[src/rtl/mandala_scene_sequencer.sv]
// Frame-rate and scene-transition controller for the mandala pattern datapath.
// Turns vsync into frame ticks, advances phase, and sequences fade/swap/fade.
module mandala_scene_sequencer #(
    parameter int HOLD_FRAMES = 240,
    parameter int FADE_STEP   = 4
) (
    input  logic        clk,
    input  logic        rst_n,
    input  logic        vsync,
    input  logic        auto_en,
    input  logic        next_btn,
    input  logic [1:0]  speed,
    output logic        frame_tick,
    output logic [7:0]  phase,
    output logic [1:0]  scene,
    output logic [1:0]  brightness,
    output logic [19:0] ring0,
    output logic [19:0] ring1,
    output logic [19:0] ring2,
    output logic [15:0] seed,
    output logic        seed_load,
    output logic        busy
);

    typedef enum logic [1:0] {
        S_HOLD,
        S_FADE_OUT,
        S_SWITCH,
        S_FADE_IN
    } state_e;

    localparam logic [9:0] HOLD_LAST = 10'(HOLD_FRAMES - 1);
    localparam logic [3:0] STEP_LAST = 4'(FADE_STEP - 1);

    // Packed as {ring0, ring1, ring2, seed}.
    function automatic logic [75:0] scene_cfg(input logic [1:0] s);
        logic [75:0] cfg;
        unique case (s)
            2'd0: cfg = {20'd20000, 20'd40000, 20'd60000, 16'hACE1};
            2'd1: cfg = {20'd10000, 20'd30000, 20'd50000, 16'h1D2B};
            2'd2: cfg = {20'd15000, 20'd25000, 20'd45000, 16'h5A5A};
            default: cfg = {20'd30000, 20'd50000, 20'd70000, 16'hC3E7};
        endcase
        return cfg;
    endfunction

    logic vs_meta_q, vs_sync_q, vs_dly_q;
    logic bt_meta_q, bt_sync_q, bt_dly_q;
    logic btn_edge;

    state_e      state_q, state_d;
    logic        frame_tick_q, frame_tick_d;
    logic [7:0]  phase_q, phase_d;
    logic [1:0]  scene_q, scene_d;
    logic [1:0]  bright_q, bright_d;
    logic [19:0] ring0_q, ring0_d;
    logic [19:0] ring1_q, ring1_d;
    logic [19:0] ring2_q, ring2_d;
    logic [15:0] seed_q, seed_d;
    logic        seed_load_q, seed_load_d;
    logic        busy_q, busy_d;
    logic [9:0]  frame_cnt_q, frame_cnt_d;
    logic [3:0]  step_cnt_q, step_cnt_d;
    logic [7:0]  inc;

    assign btn_edge     = bt_sync_q & ~bt_dly_q;
    assign frame_tick_d = vs_sync_q & ~vs_dly_q;

    always_comb begin
        unique case (speed)
            2'd0: inc = 8'd0;
            2'd1: inc = 8'd1;
            2'd2: inc = 8'd2;
            default: inc = 8'd4;
        endcase
    end

    always_comb begin
        state_d     = state_q;
        phase_d     = frame_tick_q ? phase_q + inc : phase_q;
        scene_d     = scene_q;
        bright_d    = bright_q;
        ring0_d     = ring0_q;
        ring1_d     = ring1_q;
        ring2_d     = ring2_q;
        seed_d      = seed_q;
        seed_load_d = 1'b0;
        frame_cnt_d = frame_cnt_q;
        step_cnt_d  = step_cnt_q;

        unique case (state_q)
            S_HOLD: begin
                // A button edge alone triggers, so a coincident tick cannot double-fire.
                if (btn_edge ||
                    (frame_tick_q && auto_en && frame_cnt_q == HOLD_LAST)) begin
                    state_d     = S_FADE_OUT;
                    frame_cnt_d = 10'd0;
                    step_cnt_d  = 4'd0;
                end else if (frame_tick_q && auto_en) begin
                    frame_cnt_d = frame_cnt_q + 10'd1;
                end
            end
            S_FADE_OUT: begin
                if (frame_tick_q) begin
                    if (step_cnt_q == STEP_LAST) begin
                        step_cnt_d = 4'd0;
                        bright_d   = bright_q - 2'd1;
                        if (bright_q == 2'd1) state_d = S_SWITCH;
                    end else begin
                        step_cnt_d = step_cnt_q + 4'd1;
                    end
                end
            end
            S_SWITCH: begin
                scene_d     = scene_q + 2'd1;
                {ring0_d, ring1_d, ring2_d, seed_d} = scene_cfg(scene_d);
                seed_load_d = 1'b1;
                state_d     = S_FADE_IN;
            end
            default: begin
                if (frame_tick_q) begin
                    if (step_cnt_q == STEP_LAST) begin
                        step_cnt_d = 4'd0;
                        bright_d   = bright_q + 2'd1;
                        if (bright_q == 2'd2) begin
                            state_d     = S_HOLD;
                            frame_cnt_d = 10'd0;
                        end
                    end else begin
                        step_cnt_d = step_cnt_q + 4'd1;
                    end
                end
            end
        endcase

        busy_d = (state_d != S_HOLD);
    end

    always_ff @(posedge clk or negedge rst_n) begin
        if (!rst_n) begin
            vs_meta_q    <= 1'b0;
            vs_sync_q    <= 1'b0;
            vs_dly_q     <= 1'b0;
            bt_meta_q    <= 1'b0;
            bt_sync_q    <= 1'b0;
            bt_dly_q     <= 1'b0;
            state_q      <= S_HOLD;
            frame_tick_q <= 1'b0;
            phase_q      <= 8'd0;
            scene_q      <= 2'd0;
            bright_q     <= 2'd3;
            ring0_q      <= 20'd20000;
            ring1_q      <= 20'd40000;
            ring2_q      <= 20'd60000;
            seed_q       <= 16'hACE1;
            seed_load_q  <= 1'b0;
            busy_q       <= 1'b0;
            frame_cnt_q  <= 10'd0;
            step_cnt_q   <= 4'd0;
        end else begin
            vs_meta_q    <= vsync;
            vs_sync_q    <= vs_meta_q;
            vs_dly_q     <= vs_sync_q;
            bt_meta_q    <= next_btn;
            bt_sync_q    <= bt_meta_q;
            bt_dly_q     <= bt_sync_q;
            state_q      <= state_d;
            frame_tick_q <= frame_tick_d;
            phase_q      <= phase_d;
            scene_q      <= scene_d;
            bright_q     <= bright_d;
            ring0_q      <= ring0_d;
            ring1_q      <= ring1_d;
            ring2_q      <= ring2_d;
            seed_q       <= seed_d;
            seed_load_q  <= seed_load_d;
            busy_q       <= busy_d;
            frame_cnt_q  <= frame_cnt_d;
            step_cnt_q   <= step_cnt_d;
        end
    end

    assign frame_tick = frame_tick_q;
    assign phase      = phase_q;
    assign scene      = scene_q;
    assign brightness = bright_q;
    assign ring0      = ring0_q;
    assign ring1      = ring1_q;
    assign ring2      = ring2_q;
    assign seed       = seed_q;
    assign seed_load  = seed_load_q;
    assign busy       = busy_q;

endmodule

[config.mk]
export PLATFORM = sky130hd
export DESIGN_NAME = mandala_scene_sequencer
export DESIGN_NICKNAME = d
export VERILOG_FILES = /design/src/rtl/mandala_scene_sequencer.sv
export SDC_FILE = /design/constraint.sdc
export NUM_CORES = 1
export LEC_CHECK = 0
export BUFFER_PORTS_ARGS = -buffer_cell sky130_fd_sc_hd__buf_2
export CAP_MARGIN = 20
export CELL_PAD_IN_SITES_DETAIL_PLACEMENT = 0
export CELL_PAD_IN_SITES_GLOBAL_PLACEMENT = 2
export CORE_MARGIN = 2
export CORE_UTILIZATION = 28
export DETAILED_ROUTE_END_ITERATION = 10
export MAX_ROUTING_LAYER = met4
export PLACE_DENSITY_LB_ADDON = 0.3
export SLEW_MARGIN = 20
export SYNTH_ARGS = -nofsm -noshare
export SYNTH_HDL_FRONTEND = slang
export SYNTH_SLANG_ARGS = --single-unit
[constraint.sdc]
create_clock -name clk -period 1.7 [get_ports clk]
set_input_delay 0.085 -clock clk [delete_from_list [all_inputs] [get_ports clk]]
set_output_delay 0.085 -clock clk [all_outputs]
set_load 0.05 [all_outputs]
; ---- After elaboration in Yosys (flattened, before gate mapping)
; Cells that the tools add are included.
; Widths: inputs -> output; s select.
[totals]
reg_bits = 113
input_bits = 7
output_inout_bits = 91
[op_classes]
n_addsub = 6
eq_ne = 12
mux = 26
bitwise = 7
reduce_logical = 15
[ops]
columns = op, n
row1 = $pmux 71 s3, 1
row2 = $mux 10, 5
row3 = $mux 2, 11
row4 = $pmux 10 s2, 1
row5 = $mux 4, 3
row6 = $add 10x1->10 const B, 1
row7 = $eq 10x8->1 const B, 1
row8 = $pmux 3 s3, 1
row9 = $add 8x8->8, 1
row10 = $eq 2x1->1 const B, 4
row11 = $eq 2x2->1 const B, 4
row12 = $pmux 4 s2, 1
row13 = $reduce_bool 2->1, 4
row14 = $logic_not 2->1, 3
row15 = $pmux 2 s3, 1
row16 = $reduce_and 3->1, 2
row17 = $not 1->1, 5
row18 = $reduce_and 5->1, 1
row19 = $add 2x1->2 const B, 2
row20 = $add 4x1->4 const B, 1
row21 = $eq 4x2->1 const B, 1
row22 = $pmux 2 s2, 1
row23 = $reduce_or 2->1, 2
row24 = $ne 3x3->1 const B, 1
row25 = 6 further kinds, 8

; ---- Logic depth before layout (Yosys ltp)
; Gate-level depths: netlist of the first run.
[depth]
ltp_word = 6
depth_mapped = 7
depth_no_buf = 7

; ---- Worst setup path after synthesis of the first run
; Ideal clock, no wire load.
[synth_path]
path_kind = register to register
from = reg frame_tick_q (netlist: frame_tick)
to = reg busy_q (netlist: busy)
setup_ns = 0.137
arrival_time_ns = 1.688
setup_slack_ns = -0.125
path_stages_with_launch = 7
period_less_slack_ns = 1.825
cell_sequence = dfrtp_1 -> buf_4 -> nor4bb_1 -> clkbuf_2 -> nand2_1 -> a311oi_1 -> o211ai_1
[synth_via]
elab_chain_cells = 6
word_cells_on_any_way = 8
[synth_lines]
columns = item, line
row1 = start: declaration, 52  ; logic frame_tick_q, frame_tick_d;
row2 = start signal: assignment, 168  ; frame_tick_q <= frame_tick_d;
row3 = $logic_and 1x1->1 (2 in a row), 95  ; (frame_tick_q && auto_en && frame_cnt_q == HOLD_LAST)) begin
row4 = $logic_or 1x1->1, 94  ; if (btn_edge ||
row5 = $mux 2, 94
row6 = $pmux 2 s3 (*), 91  ; unique case (state_q)
row7 = $reduce_bool 2->1 (*), 136  ; busy_d = (state_d != S_HOLD);
row8 = via busy_d, 61  ; logic busy_q, busy_d;
row9 = end signal: assignment, 177  ; busy_q <= busy_d;
row10 = end: declaration, 61
; The timed path passes the listed nets; every way through them passes the cells marked *.
; A chain may end at the register's enable or synchronous reset.

; ---- Worst setup path in the final report of the first run
[layout_path]
from = reg frame_cnt_q[8]
to = reg frame_cnt_q[0]
[layout_via]
elab_chain_cells = 5
word_cells_on_any_way = 7
[layout_lines]
columns = item, line
row1 = start: declaration, 62  ; logic [9:0] frame_cnt_q, frame_cnt_d;
row2 = start signal: assignment, 178  ; frame_cnt_q <= frame_cnt_d;
row3 = $eq 10x8->1 (*), 95
row4 = $logic_and 1x1->1 (*), 95
row5 = $logic_or 1x1->1 (*), 94
row6 = $ne 3x3->1 (no source line) or $mux 10 (tied branches), n/a
row7 = $reduce_and 5->1 (no source line) or $pmux 10 s2 (tied branches), n/a
; Mark *: on every way between the ends. The rest lies on a longest branch, timed or not.

==> impl_metrics.toml, run 1 <==
[outcome]
status = "finished, final reports clean"

[place]
gp_congestion = 0.7661
post-place-ws_ns = 0.006393
dp_hpwl_um = 4433
numPortBuffers = 74

[pwr]
seqPwrFrac_pct = 26.7
p_switching_mw = 3.686
vdd_drop_max_mv = 0.7642
powerDensity_nw_per_um2 = 1844
p_int_mw = 2.952
power.total_mw = 6.638
leakagePower_nw = 1.777
p_clk_share_pct = 11.6
combinationalPowerShare_pct = 61.6
switching_share_pct = 55.53

[clock_tree]
clock_latency_ns = 0.31
cts_buffers = 5
cts.clk_slew.worst_paths_ns = 0.10
cts_tree = "done"
cts_max_level = 2
clock_path_buffers = 2
root_buffer = "clkbuf_8"
cts_num_sinks = 49

[layout]
area_growth_pct = 18.10
drive_gt1_share_pct = 38.61
antenna_cells = 0
fin_nets = 398
utilization_pct = 33.50

[sta]
drv_slew = 0
finClkSkew_ns = 0.01035
min_period_over_period_pct = 96.19
fin_crit_ns = 1.635
timing.hold.ws_ns = 0.2411
hold_violations = 0
setup_slack_ns = 0.06485
rsz0062_at_grt = "yes"
finalSetupViolCount = 0
fmax_ghz = 0.6116

[critical_path]
start_kind = "flip-flop"
crit_end = "frame_cnt_q[0]"
worstSetupPathType = "reg2reg"
timing.rr.end = "frame_cnt_q[0]"
reg2reg_setup_slack_ns = 0.06
crit_fanout = 5
r2r_cells = 4
endpoint_kind = "flip-flop"
cp.arrival_ns = 1.83
startpoint = "frame_cnt_q[8]"
worstReg2RegStart = "frame_cnt_q[8]"
worstPathRequired_ns = 1.89

[floorplanning]
die_y_um = 108.3
rows = 38
start_util_pct = 28.37
dieArea_um2 = 11740
dieWidth_um = 108.3
core_um2 = 10750
ios = 98

[global_route]
antenna_found_initial = 0
grt_first_pass_wirelength_um = 9853
grt_overflow = 0
grt_max_degree = 35
grt_pass1_vias = 2006
grt_usage_pct = 10.96

[job]
max-cap-violations = 0

[logic_synthesis]
yosysWarningCount = 0
synthCells = 308
avgSynthCellArea_um2 = 9.896
yosysUniqueCellTypes = 43
ys_seq_elements = 49
syn_area_um2 = 3048
ys_seq_area_share_pct = 40.60

[detailed_routing]
firstDrtPassIters = 4
antenna_left = 0
routed_via_density = 4.337
drtIter0Drc = 39
wirelength_um = 6293
routedWlPerCell_um = 12.27
vias = 2225
drc = 0

[min_path]
hp-class = "in2async"
## worst min path at each step
stage | startpoint | to | slack [ns] | depth (start not counted)
6_report | rst_n | frame_cnt_q[2] | 0.24 | 2
5_1_grt | rst_n | frame_cnt_q[2] | 0.29 | 2
3_3_place_gp | rst_n | state_q[1] | 0.05 | 1
4_1_cts | rst_n | frame_cnt_q[2] | 0.25 | 2
2_1_floorplan | rst_n | bt_dly_q | -0.21 | 0
3_5_place_dp | rst_n | state_q[1] | 0.05 | 1
## through the flow
| stage | setup TNS (ns) | instances | cell area (um^2) |
|---|---|---|---|
| 2_1_floorplan | 0 | 329 | 3132 |
| 3_3_place_gp | -0.002571 | 496 | 3378 |
| 3_5_place_dp | 0 | 496 | 3378 |
| 6_report | 0 | 513 | 3600 |
| 5_1_grt | -0.06103 | 513 | 3600 |
| 4_1_cts | 0 | 507 | 3510 |
## cells in the final DEF (no fill, tap or decap), drive strengths merged, types with 4 or more instances in the layout
master / instances
and2: 4
nand3: 7
o21ai: 5
nand4: 9
mux2: 6
ha: 18
o22ai: 12
clkbuf: 6
nor2: 12
xnor2: 7
a21oi: 16
nand2: 15
conb: 23
mux2i: 6
dfrtp: 40
inv: 28
dfstp: 9
buf: 106
a311oi: 7
## per-layer routing
metal / global-route usage, % / routed length, um / part of all wire, %
met2: 17.48 / 2850 / 45
met5: - / 0 / 0
met1: 14.21 / 3018 / 48
met3: 2.110 / 340 / 5.4
met4: 3.205 / 83 / 1.3
## area by class of cell
cell class | count | area (um^2)
Sequential cell | 49 | 1242
Clock buffer | 6 | 82.58
Clock inverter | 2 | 17.52
Timing Repair Buffer | 109 | 669.4
Fill cell | 1137 | 7146
Multi-Input combinational cell | 180 | 1311
Inverter | 27 | 101.3
Tap cell | 140 | 175.2
## power by group through the flow
| stage | Clock (mW) | Combinational [mW] | Sequential, mW |
|---|---|---|---|
| global route | 0.855 | 4.36 | 1.85 |
| finish | 0.771 | 4.09 | 1.78 |
| global placement | 0 | 4.05 | 1.80 |
| CTS | 0.809 | 4.06 | 1.79 |
| detailed placement | 0 | 4.04 | 1.81 |
| floorplan | 0 | 2.65 | 2.60 |
## synth_stat cells
| cell | n | area share, % |
|---|---|---|
| a2111oi_0 | 1 | 0.29 |
| a211oi_1 | 2 | 0.49 |
| a21o_1 | 2 | 0.49 |
| a21oi_1 | 13 | 2.1 |
| a21oi_2 | 2 | 0.57 |
| a22oi_1 | 1 | 0.25 |
| a311oi_1 | 6 | 1.7 |
| a311oi_2 | 1 | 0.49 |
| a31oi_1 | 1 | 0.21 |
| a32o_1 | 1 | 0.33 |
| and2_1 | 4 | 0.82 |
| and3_1 | 3 | 0.62 |
| and4_1 | 3 | 0.86 |
| buf_2 | 6 | 0.99 |
| buf_4 | 65 | 16 |
| clkbuf_1 | 3 | 0.37 |
| clkbuf_2 | 1 | 0.16 |
| conb_1 | 2 | 0.25 |
| dfrtp_1 | 40 | 33 |
| dfstp_2 | 9 | 7.8 |
| fa_1 | 1 | 0.66 |
| ha_1 | 18 | 7.4 |
| inv_1 | 27 | 3.3 |
| mux2_2 | 6 | 2.2 |
| mux2i_1 | 6 | 2.0 |
| nand2_1 | 15 | 1.8 |
| nand2b_1 | 3 | 0.62 |
| nand3_1 | 7 | 1.1 |
| nand3b_1 | 1 | 0.25 |
| nand4_1 | 7 | 1.4 |
| nand4_4 | 1 | 0.70 |
| nor2_1 | 12 | 1.5 |
| nor2b_1 | 3 | 0.62 |
| nor3_1 | 2 | 0.33 |
| nor4b_4 | 1 | 0.78 |
| nor4bb_1 | 2 | 0.66 |
| o211ai_1 | 1 | 0.25 |
| o21ai_0 | 5 | 0.82 |
| o21bai_1 | 1 | 0.25 |
| o221ai_1 | 1 | 0.29 |
| o22ai_1 | 12 | 2.5 |
| xnor2_1 | 7 | 2.0 |
| xor2_1 | 3 | 0.86 |
## worst max-delay path, cell delays in order (launching register included)
cell and delay [ns]:
dfrtp_1 0.43, nor4b_4 0.42, nand4_4 0.21, a311oi_2 0.34, mux2i_1 0.11
## cells by family after synthesis
logic type / after synthesis / synth area share (%)
xor+xnor: 10 / 2.874
mux: 12 / 4.187
compound gates: 50 / 11.04
simple gates: 64 / 12.15
other cells: 2 / 0.2464
flops: 49 / 40.60
buf+inv: 102 / 20.85
fa+ha+maj: 19 / 8.046
## state kept, by name, indices dropped and copies added, names as in the netlist
register     flops
seed            12
frame_cnt_q     10
phase            8
step_cnt_q       4
brightness       2
state_q          2
bt_dly_q         1
bt_meta_q        1
bt_sync_q        1
busy             1
frame_tick       1
ring2            1
scene            1
seed_load        1
vs_dly_q         1
vs_meta_q        1
vs_sync_q        1
## timing repair
| action | CTS | global route |
|---|---|---|
| gates cloned | 0 | 2 |
| setup endpoints to repair | 1 | 16 |
| pin swaps | 0 | 6 |
| gates resized for setup | 1 | 7 |
| hold buffers | 3 | 0 |
| hold endpoints to repair | 15 | 0 |
| setup buffers | 0 | 4 |
No activity file was read; power rests on OpenSTA's default activity.
==> run 2, diff against run 1 <==
--- a/config.mk
+++ b/config.mk
@@ -12,6 +12,7 @@
 export CORE_MARGIN = 2
 export CORE_UTILIZATION = 28
 export DETAILED_ROUTE_END_ITERATION = 10
+export GPL_TIMING_DRIVEN = 0
 export MAX_ROUTING_LAYER = met4
 export PLACE_DENSITY_LB_ADDON = 0.3
 export SLEW_MARGIN = 20
==> impl_metrics.toml, run 2 (synthesis results as in run 1) <==
[floorplanning]
die_y_um = 108.3
dieWidth_um = 108.3
ios = 98
rows = 38
dieArea_um2 = 11740
core_um2 = 10750
start_util_pct = 28.37

[critical_path]
timing.rr.end = "frame_cnt_q[0]"
worstReg2RegStart = "frame_cnt_q[1]"
crit_chain = "ha_2 -> and3_1 -> buf_6 -> nand4_4 -> a311oi_2 -> mux2i_1"
cp.arrival_ns = 1.81
slowest_delay_ns = 0.38
start_kind = "flip-flop"
crit_fanout = 6
worstPathRequired_ns = 1.89
crit_end = "frame_cnt_q[0]"
reg2reg_setup_slack_ns = 0.07
crit_slowest_cell = "dfrtp_1"
r2r_cells = 6
startpoint = "frame_cnt_q[1]"
endpoint_kind = "flip-flop"
worstSetupPathType = "reg2reg"

[global_route]
grt_first_pass_wirelength_um = 10130
grt_max_degree = 50
grt_overflow = 0
grt_pass1_vias = 2102
grt_usage_pct = 11.26
antenna_found_initial = 0

[sta]
relSlewSlack_pct = 57.65
min_period_over_period_pct = 95.79
finalSetupViolCount = 0
fmax_ghz = 0.6141
finClkSkew_ns = 0.007142
tns_ns = 0
setup_slack_ns = 0.07150
worst_pin_slew_ns = 0.6353
hold_violations = 0
fin_crit_ns = 1.628
rsz0062_at_grt = "yes"
drv_slew = 0

[clock_tree]
clock_latency_ns = 0.31
cts_max_level = 2
cts.clk_slew.worst_paths_ns = 0.10
root_buffer = "clkbuf_8"
cts_buffers = 5
cts_tree = "done"
cts_num_sinks = 49
clock_path_buffers = 2

[detailed_routing]
routedWlPerCell_um = 11.27
antenna_left = 0
vias = 2339
firstDrtPassIters = 4
drtIter0Drc = 75
routed_via_density = 4.147
drc = 0
wirelength_um = 6357

[min_path]
hp-class = "in2reg"

[place]
dpl.cell_count = 543
gp_congestion = 0.7350
numPortBuffers = 74
post-place-ws_ns = -0.2772
placed_area_um2 = 3680
dp_hpwl_um = 4348

[layout]
layout_commonest_cell = "buf_4"
largest_reg_flops = 12
layout_common_cells = "77 x buf_4, 76 x buf_2, 34 x dfrtp_1"
finalNonFillerCells = 564
final_cell_area_um2 = 3993
area_growth_pct = 30.99
fill_cells = 1101
antenna_cells = 0
fin_nets = 449
drive_gt1_share_pct = 48.11

[pwr]
leakagePower_nw = 2.054
vdd_drop_max_mv = 0.9121
powerDensity_nw_per_um2 = 1751

[job]
max-cap-violations = 0

[outcome]
status = "finished, final reports clean"
run 2: changes by cell type in the layout (fill, tap and decap cells not counted), moves of 2 or more:
cell	change
buf_4	+48
buf_6	+3
buf_12	-2
buf_2	+2
dfrtp_1	-2
dfrtp_2	+2
inv_1	-2
inv_2	+2
run 2: what timing repair did:
item	CTS	global route
hold buffers	3	0
gates cloned	1	0
pin swaps	5	10
hold endpoints to repair	42	0
setup buffers	5	5
gates resized for setup	12	18
endpoints found under the setup margin	15	16
run 2: critical path: cells and delay by family (launching register included):
kind / cells / cell delay (ns)
flip-flops: 1 / 0.38
AO/OA/AOI/OAI: 1 / 0.36
AND/OR/NAND/NOR: 2 / 0.33
adder cells (fa/ha/maj): 1 / 0.19
buffers and inverters: 1 / 0.13
multiplexers: 1 / 0.11
run 2: power breakdown:
group          internal, mW  switching, mW
logic                  1.39           2.99
clock network         0.339          0.428
registers              1.51          0.340
run 2: layout make-up:
cell class / instances / area, um^2 / area share, %
Inverter: 27 / 101.3 / 2.538
Timing Repair Buffer: 87 / 478.0 / 11.97
Sequential cell: 49 / 1245 / 31.18
Tap cell: 140 / 175.2 / 4.387
Buffer: 74 / 560.5 / 14.04
Clock inverter: 2 / 17.52 / 0.4387
Multi-Input combinational cell: 179 / 1333 / 33.38
Clock buffer: 6 / 82.58 / 2.068
run 2: worst min-delay path by stage:
| stage | from | end | slack [ns] | cells after the start |
|---|---|---|---|---|
| final | auto_en | frame_cnt_q[2] | 0.25 | 4 |
| after CTS | auto_en | frame_cnt_q[2] | 0.25 | 4 |
| after detailed placement | rst_n | busy | 0.17 | 1 |
| after global placement | vsync | vs_meta_q | 0.19 | 1 |
| after global routing | speed[1] | phase[0] | 0.30 | 4 |
| after floorplan | rst_n | bt_dly_q | -0.21 | 0 |
run 2: metal layers:
metal / track usage [%] / part of all wire [%] / up-vias
li1: - / - / 1194
met1: 14.31 / 47 / 1066
met2: 18.06 / 46 / 73
met3: 2.291 / 5.6 / 6
met4: 3.571 / 1.1 / 0
met5: - / 0 / -
run 2: per-stage QoR:
stage	util (%)	power, mW	hold WS, ns
floorplan	-	5.250	-0.2106
global placement	34.22	6.052	0.1946
detailed placement	34.25	6.067	0.1682
CTS	36.32	7.006	0.2486
global route	37.16	7.443	0.3039
finish	37.16	6.989	0.2523
